===== config.mk =====
export PLATFORM = sky130hd
export DESIGN_NAME = muldiv_unit
export DESIGN_NICKNAME = d
export VERILOG_FILES = /design/src/rtl/muldiv_unit.sv
export SDC_FILE = /design/constraint.sdc
export NUM_CORES = 1
export LEC_CHECK = 0
export ABC_AREA = 1
export CORE_UTILIZATION = 32
export CTS_CLUSTER_DIAMETER = 30
export DETAILED_ROUTE_END_ITERATION = 8
export PLACE_DENSITY = 0.59
export SETUP_SLACK_MARGIN = 0.4
export SKIP_CTS_REPAIR_TIMING = 1
export SLEW_MARGIN = 20
export SYNTH_ARGS = -nofsm -noshare
export SYNTH_HDL_FRONTEND = slang
export SYNTH_SLANG_ARGS = --single-unit

===== constraint.sdc =====
create_clock -name clk -period 8.4 [get_ports clk]
set_input_delay 2.1 -clock clk [delete_from_list [all_inputs] [get_ports clk]]
set_output_delay 2.1 -clock clk [all_outputs]
set_load 0.005 [all_outputs]

===== src/rtl/muldiv_unit.sv =====
// Iterative 32-bit signed multiply / divide / modulo unit for the EX stage.
// One shift-add or shift-subtract step per cycle, 33-cycle fixed latency.
//
// Ports:
//   clk        pipeline clock, rising edge
//   rst        asynchronous active-high reset
//   start      request, sampled only while idle
//   op         00 mul, 01 div, 10 mod, 11 reserved (result 0)
//   op1, op2   signed operands (dividend/multiplicand, divisor/multiplier)
//   flush      synchronous abort back to idle
//   busy       high while computing and during the done cycle
//   done       one-cycle pulse, aluResult valid in the same cycle
//   aluResult  registered result, held until the next completion
module muldiv_unit (
    input  logic        clk,
    input  logic        rst,
    input  logic        start,
    input  logic [1:0]  op,
    input  logic [31:0] op1,
    input  logic [31:0] op2,
    input  logic        flush,
    output logic        busy,
    output logic        done,
    output logic [31:0] aluResult
);

    typedef enum logic [1:0] {
        S_IDLE,
        S_CALC,
        S_DONE
    } state_t;

    localparam logic [1:0] OP_MUL = 2'b00;
    localparam logic [1:0] OP_DIV = 2'b01;
    localparam logic [1:0] OP_MOD = 2'b10;

    state_t      state_q;
    logic [1:0]  op_q;
    logic [31:0] x_q;    // multiplicand, or dividend shifting into quotient
    logic [31:0] y_q;    // multiplier, or divisor
    logic [31:0] acc_q;  // product, or partial remainder
    logic [31:0] op1_q;  // raw op1, returned by mod-by-zero
    logic        neg_q;
    logic        dz_q;
    logic        ovf_q;
    logic [4:0]  cnt_q;
    logic        busy_q;
    logic        done_q;
    logic [31:0] res_q;

    logic [31:0] x_d;
    logic [31:0] y_d;
    logic [31:0] acc_d;
    logic [31:0] res_d;
    logic [32:0] rem_sh;
    logic [32:0] diff;
    logic        ge;
    logic [31:0] abs1;
    logic [31:0] abs2;

    // |-2^31| wraps to 0x80000000, which is the correct unsigned magnitude
    assign abs1 = op1[31] ? -op1 : op1;
    assign abs2 = op2[31] ? -op2 : op2;

    always_comb begin
        acc_d  = acc_q;
        x_d    = x_q;
        y_d    = y_q;
        rem_sh = {acc_q, x_q[31]};
        diff   = rem_sh - {1'b0, y_q};
        ge     = (rem_sh >= {1'b0, y_q});
        if (op_q == OP_MUL) begin
            if (y_q[0]) begin
                acc_d = acc_q + x_q;
            end
            x_d = {x_q[30:0], 1'b0};
            y_d = {1'b0, y_q[31:1]};
        end else begin
            // restoring step: quotient bit enters x from the bottom
            acc_d = ge ? diff[31:0] : rem_sh[31:0];
            x_d   = {x_q[30:0], ge};
        end
    end

    // final result uses the values produced by the last iteration
    always_comb begin
        res_d = '0;
        unique case (op_q)
            OP_MUL: res_d = neg_q ? -acc_d : acc_d;
            OP_DIV: begin
                if (dz_q)
                    res_d = 32'hFFFF_FFFF;
                else if (ovf_q)
                    res_d = 32'h8000_0000;
                else
                    res_d = neg_q ? -x_d : x_d;
            end
            OP_MOD: begin
                if (dz_q)
                    res_d = op1_q;
                else if (ovf_q)
                    res_d = '0;
                else
                    res_d = neg_q ? -acc_d : acc_d;
            end
            default: res_d = '0;
        endcase
    end

    always_ff @(posedge clk or posedge rst) begin
        if (rst) begin
            state_q <= S_IDLE;
            op_q    <= '0;
            x_q     <= '0;
            y_q     <= '0;
            acc_q   <= '0;
            op1_q   <= '0;
            neg_q   <= 1'b0;
            dz_q    <= 1'b0;
            ovf_q   <= 1'b0;
            cnt_q   <= '0;
            busy_q  <= 1'b0;
            done_q  <= 1'b0;
            res_q   <= '0;
        end else if (flush) begin
            state_q <= S_IDLE;
            busy_q  <= 1'b0;
            done_q  <= 1'b0;
        end else begin
            unique case (state_q)
                S_IDLE: begin
                    done_q <= 1'b0;
                    if (start) begin
                        op_q    <= op;
                        x_q     <= abs1;
                        y_q     <= abs2;
                        op1_q   <= op1;
                        neg_q   <= (op == OP_MOD) ? op1[31] : (op1[31] ^ op2[31]);
                        dz_q    <= (op2 == 32'h0);
                        ovf_q   <= (op1 == 32'h8000_0000) && (op2 == 32'hFFFF_FFFF);
                        acc_q   <= '0;
                        cnt_q   <= '0;
                        busy_q  <= 1'b1;
                        state_q <= S_CALC;
                    end
                end
                S_CALC: begin
                    acc_q <= acc_d;
                    x_q   <= x_d;
                    y_q   <= y_d;
                    cnt_q <= cnt_q + 5'd1;
                    if (cnt_q == 5'd31) begin
                        res_q   <= res_d;
                        done_q  <= 1'b1;
                        state_q <= S_DONE;
                    end
                end
                S_DONE: begin
                    done_q  <= 1'b0;
                    busy_q  <= 1'b0;
                    state_q <= S_IDLE;
                end
                default: begin
                    busy_q  <= 1'b0;
                    done_q  <= 1'b0;
                    state_q <= S_IDLE;
                end
            endcase
        end
    end

    assign busy      = busy_q;
    assign done      = done_q;
    assign aluResult = res_q;

endmodule


Word-level counts from Yosys, hierarchy flattened:

Cells that the tools add are included.

* output and inout port bits: 34
* logic and storage cells: 79
* bits in registers: 174
* bits of input ports: 70

* equal/unequal tests: 12
* $add $sub $neg: 7
* magnitude comparators: 1
* mux-type cells: 33
* reduce and logical (&&, ||, !) cells: 11
* bitwise operators: 2

Operators with widths (count)
* $mux 32: 15
* $pmux 32 s2: 3
* $neg 32->32: 4
* $pmux 32 s3: 1
* $eq 32x32->1 const B: 2
* $ge 33x32->1: 1
* $add 32x32->32: 1
* $logic_not 32->1: 1
* $sub 32x32->32: 1
* $pmux 5 s2: 1
* $reduce_and 3->1: 3
* $mux 1: 7
* $mux 2: 3
* $ne 2x2->1 const B: 3
* $ne 3x3->1 const B: 2
* $add 5x1->5 const B: 1
* $eq 5x5->1 const B: 1
* $mux 5: 1
* $eq 2x1->1 const B: 2
* $eq 2x2->1 const B: 2
* $logic_not 2->1: 2
* $pmux 2 s2: 1
* $reduce_and 2->1: 2
* $reduce_and 4->1: 1
* other kinds (5): 5

Depth between registers and ports, before layout:

* depth in word-level cells: 8
* depth in mapped cells: 37
* gate-level depth less buffers: 35

Least setup slack after synthesis:

No wires, ideal clock.

* path type: input port to flip-flop
* start point: input op1[1]
* end point: register x_q[30]
* setup slack: 4.125 ns
* required time: 8.270 ns
* arrival: 4.145 ns
* path buffers: 0
* setup time: 0.130 ns
* stages: 18
* cells stage by stage: inv_1 ha_1 inv_1 nor3_2 nand2_1 nor3_2 nand3_1 nor3_1 nand3_1 nor2_1 nand2_1 nor2_1 nor2_1 a21oi_2 o21ai_0 xor2_1 o21ai_1 o21ai_0

* longest elaborated chain between the ends: 4

Ends and longest elaborated chain
* start, declared: RTL line 19 `input logic [31:0] op1,`
* $neg 32->32: RTL line 62 `assign abs1 = op1[31] ? -op1 : op1;`
* $mux 32: RTL line 62
* $mux 32: RTL line 133 `if (start) begin`
* $pmux 32 s2: RTL line 130 `unique case (state_q)`
* end signal, assigned: RTL line 135 `x_q <= abs1;`
* end, declared: RTL line 39 `logic [31:0] x_q;`

No other way between the ends. The select of a mux whose other input is x is not followed.
A chain may end at the register's enable or synchronous reset.

Final worst setup path:

* start point: register y_q[0]
* end point: register res_q[30], in the netlist aluResult[30]

* longest elaborated chain between the ends: 8
* elaborated cells on any way between the ends: 15
* classes of those cells: add/sub (3); order compare (1); mux (11)

Ends and longest elaborated chain
* start, declared: RTL line 40 `logic [31:0] y_q;`
* start signal, assigned: RTL line 136 `y_q <= abs2;`
* start signal, assigned: RTL line 150 `y_q <= y_d;`
* $sub 32x32->32 / $ge 33x32->1 (equally long branches): RTL line 70, 71
* $mux 32: RTL line 80 `acc_d = ge ? diff[31:0] : rem_sh[31:0];`
* $mux 32: RTL line 72 `if (op_q == OP_MUL) begin`
* $neg 32->32: RTL line 89, 104
* $mux 32: RTL line 89, 104
* $mux 32: RTL line 101 `else if (ovf_q)`
* $mux 32: RTL line 99 `if (dz_q)`
* $pmux 32 s3 *: RTL line 88 `unique case (op_q)`
* end signal, assigned: RTL line 153 `res_q <= res_d;`
* end, declared: RTL line 49 `logic [31:0] res_q;`

Every way passes the cells marked *; elsewhere a longest branch is shown, timed or not.

==> reports/results.tsv <==
stage	metric	value	unit
clock_tree	htreeDepth	4	
layout	num_antenna_cells	0	
pwr	p_leak	9.994	nW
drt	drc	0	
clock_tree	cts.sinks	174	
grt	first_global_vias	17381	
run	drv_cap	0	
layout	nNetsFinal	3038	
logic_synthesis	yosysWarnings	0	
clock_tree	cts-root-buf	clkbuf_16	
sta	worst_pin_slew	1.105	ns
logic_synthesis	ys_seq_area_frac	0.2557	
die	row_count	84	
logic_synthesis	ys_ff_latch	174	
grt	grt-ovfl-total	0	
placed_design	port_buffers	103	
logic_synthesis	syn_avg_cell_area	5.979	um^2
sta	skew	0.01611	ns
logic_synthesis	synth_top_area_share	0.2557	
logic_synthesis	synth_cell_types	52	
pwr	p_seq_frac	0.184	
setup_path	reg2reg_to	aluResult[30]$_DFFE_PP0P_	
pwr	power_frac_comb	0.695	
setup_path	cp.arrival	5.63	ns
layout	register_area	0.004355	mm^2
pwr	netSwitchingPower	4.084	mW
sta	tns	0	ns
clock_tree	clk_pin_slew_worst_paths	0.08	ns
setup_path	r2r_slack	3.15	ns
setup_path	slowest_delay	0.56	ns
setup_path	path_class	reg -> reg	
placed_design	globalplace.congestion	1.004	
pwr	p_int	2.917	mW
clock_tree	worstSkewPairLatency	0.49	ns
hold_path	hold_start	cnt_q[3]$_DFFE_PP0P_	
setup_path	cp.required	8.78	ns
logic_synthesis	synthCells	2848	
sta	rsz0062_at_grt	false	
die	fp.dieH	232.7	um
die	die_w	232.7	um
die	dieArea	0.05414	mm^2
drt	ant_nets	0	
layout	drive_gt1_frac	0.04985	
pwr	p_clk_frac	0.120	
drt	vias	18849	
layout	fillCellCount	5877	
grt	track_usage	0.2491	
layout	multi_input_area	0.01066	mm^2
logic_synthesis	netlist_top_cells_area	dfrtp_1, nand2_1, inv_1	
sta	maxSlewViolCount	0	
logic_synthesis	ys_top_cells_by_count	nand2_1, inv_1, nand3_1, nor2_1, o21ai_0	
logic_synthesis	syn_nets	2990	
sta	setup_viol	0	
grt	grt_max_degree	89	
setup_path	r2r_start	y_q[0]$_DFFE_PP0P_	
setup_path	path_max_fanout	43	
pwr	max-vdd-ir-drop	0.1954	mV
hold_path	worst_hold_path_type	reg -> reg	
drt	wl	66.38	mm
outcome	status	finished, final reports clean	
sta	slew_headroom	0.2607	
setup_path	crit_top_cell	nand2_1	
setup_path	end_kind	flop	
logic_synthesis	async_flop_share	1.000	
logic_synthesis	synthFlopType	dfrtp_1	
clock_tree	cts_tree	done	
sta	fin_hold_ws	0.4766	ns
layout	syn_to_final_growth	13.15	%
die	initial_core_util	0.3240	
pwr	p_sw_frac	0.5834	
logic_synthesis	yosysTopAreaCell	dfrtp_1	
drt	vias_per_cell	5.240	
sta	max_freq	190.6	MHz
sta	min_period	5.247	ns
setup_path	slowest_stage	nor2_4	
drt	dr.first_iter.drc_count	2163	
logic_synthesis	synth.most_common_cell	nand2_1	
clock_tree	cts_buffers	17	
placed_design	place_hpwl	53.12	mm
sta	post-route-period-util	0.6246	
hold_path	hold_depth	1	
die	core-area	0.05255	mm^2
hold_path	hold_end	cnt_q[3]$_DFFE_PP0P_	
logic_synthesis	synth_edf_count	0	
sta	final_hold_viol_count	0	
die	ioPinCount	104	
grt	antenna_found_initial	0	
logic_synthesis	synth_area	0.01703	mm^2
drt	dr.pass1.iters	6	
setup_path	worstSetupStartpointType	flop	
clock_tree	cts_buffer_depth	2	
layout	utilization	0.3666	
setup_path	reg2reg_depth	31	
grt	grt_pass1_wl	103.1	mm
drt	routedWlPerCell	18.46	um
pwr	power_density	363.3	mW/mm^2
## cells by family (layout without fill, tap and decap cells)
kind of cell / count (synthesis) / in the layout / synth area share
AOI/OAI and AO/OA: 464 / 464 / 0.1556
xor gates and xnor gates: 49 / 49 / 0.02520
adders and majority gates: 72 / 72 / 0.05379
buffers and inverters: 525 / 586 / 0.1201
DFF: 174 / 174 / 0.2557
and+or+nand+nor: 1564 / 1564 / 0.3897
## layer usage
layer	global-route usage	part of all wire	up-vias
met5	0	0	-
met4	0.09967	0.035	0
met3	0.03186	0.071	104
met2	0.3926	0.45	759
met1	0.3428	0.45	8723
li1	-	-	9263
## critical path: cells and delay by family (launching register included)
family | cells | cell delay, ns
AND/OR/NAND/NOR | 25 | 3.63
buffers and inverters | 4 | 0.61
adder cells (fa/ha/maj) | 2 | 0.52
flip-flops | 1 | 0.33
## sequential cells by signal, summed over array words and instances (netlist names), 2 cells and up
| name | cells |
|---|---|
| acc_q | 32 |
| aluResult | 32 |
| cnt_q | 5 |
| op1_q | 32 |
| op_q | 2 |
| state_q | 2 |
| x_q | 32 |
| y_q | 32 |
## through the flow
stage / total power [mW] / instances / setup WS (ns) / instance area [um^2]
6_report: 7.000 / 3597 / 3.153 / 19270
5_1_grt: 7.592 / 3597 / 2.652 / 19270
4_1_cts: 6.919 / 3597 / 3.227 / 19270
3_5_place_dp: 6.060 / 3565 / 3.064 / 18680
3_3_place_gp: 6.079 / 3565 / 3.017 / 18680
2_1_floorplan: 4.664 / 2848 / 1.583 / 17030
## cell type report
cell class,instances,area share
Clock buffer,17,0.02208
Clock inverter,15,0.008247
Inverter,430,0.08403
Multi-Input combinational cell,2149,0.5532
Sequential cell,174,0.2261
Tap cell,688,0.04468
Timing Repair Buffer,124,0.06169
## how the worst max path moves through the flow
| stage | from | endpoint |
|---|---|---|
| after floorplan | rst | acc_q[0]$_DFFE_PP0P_ |
| after global placement | op2[0] | y_q[28]$_DFFE_PP0P_ |
| after detailed placement | op1[2] | x_q[25]$_DFFE_PP0P_ |
| after CTS | acc_q[27]$_DFFE_PP0P_ | aluResult[30]$_DFFE_PP0P_ |
| after global routing | acc_q[25]$_DFFE_PP0P_ | aluResult[30]$_DFFE_PP0P_ |
| final | y_q[0]$_DFFE_PP0P_ | aluResult[30]$_DFFE_PP0P_ |
## cells in the final DEF (no fill, tap or decap), types with 7 or more instances in the layout
master and count:
a21oi_1 139, a31oi_1 7, and2_1 7, buf_4 21
clkbuf_16 17, clkdlybuf4s50_1 103, dfrtp_1 173, ha_1 70
inv_1 420, inv_2 7, nand2_1 949, nand2_2 22
nand3_1 223, nand3b_1 10, nand4_1 35, nor2_1 221
nor2_2 20, nor3_1 34, nor3_2 7, nor4_1 8
o211ai_1 29, o21ai_0 191, o21ai_1 9, o221ai_1 33
o22ai_1 30, or2_2 11, xnor2_1 15, xor2_1 34
## power groups by stage
stage / Clock [mW] / Combinational, mW / Sequential [mW]
finish: 0.841 / 4.87 / 1.29
global route: 0.880 / 5.41 / 1.30
CTS: 0.849 / 4.79 / 1.28
detailed placement: 0 / 4.76 / 1.30
global placement: 0 / 4.79 / 1.29
floorplan: 0 / 3.50 / 1.16
(Power assumes the default switching activity.)
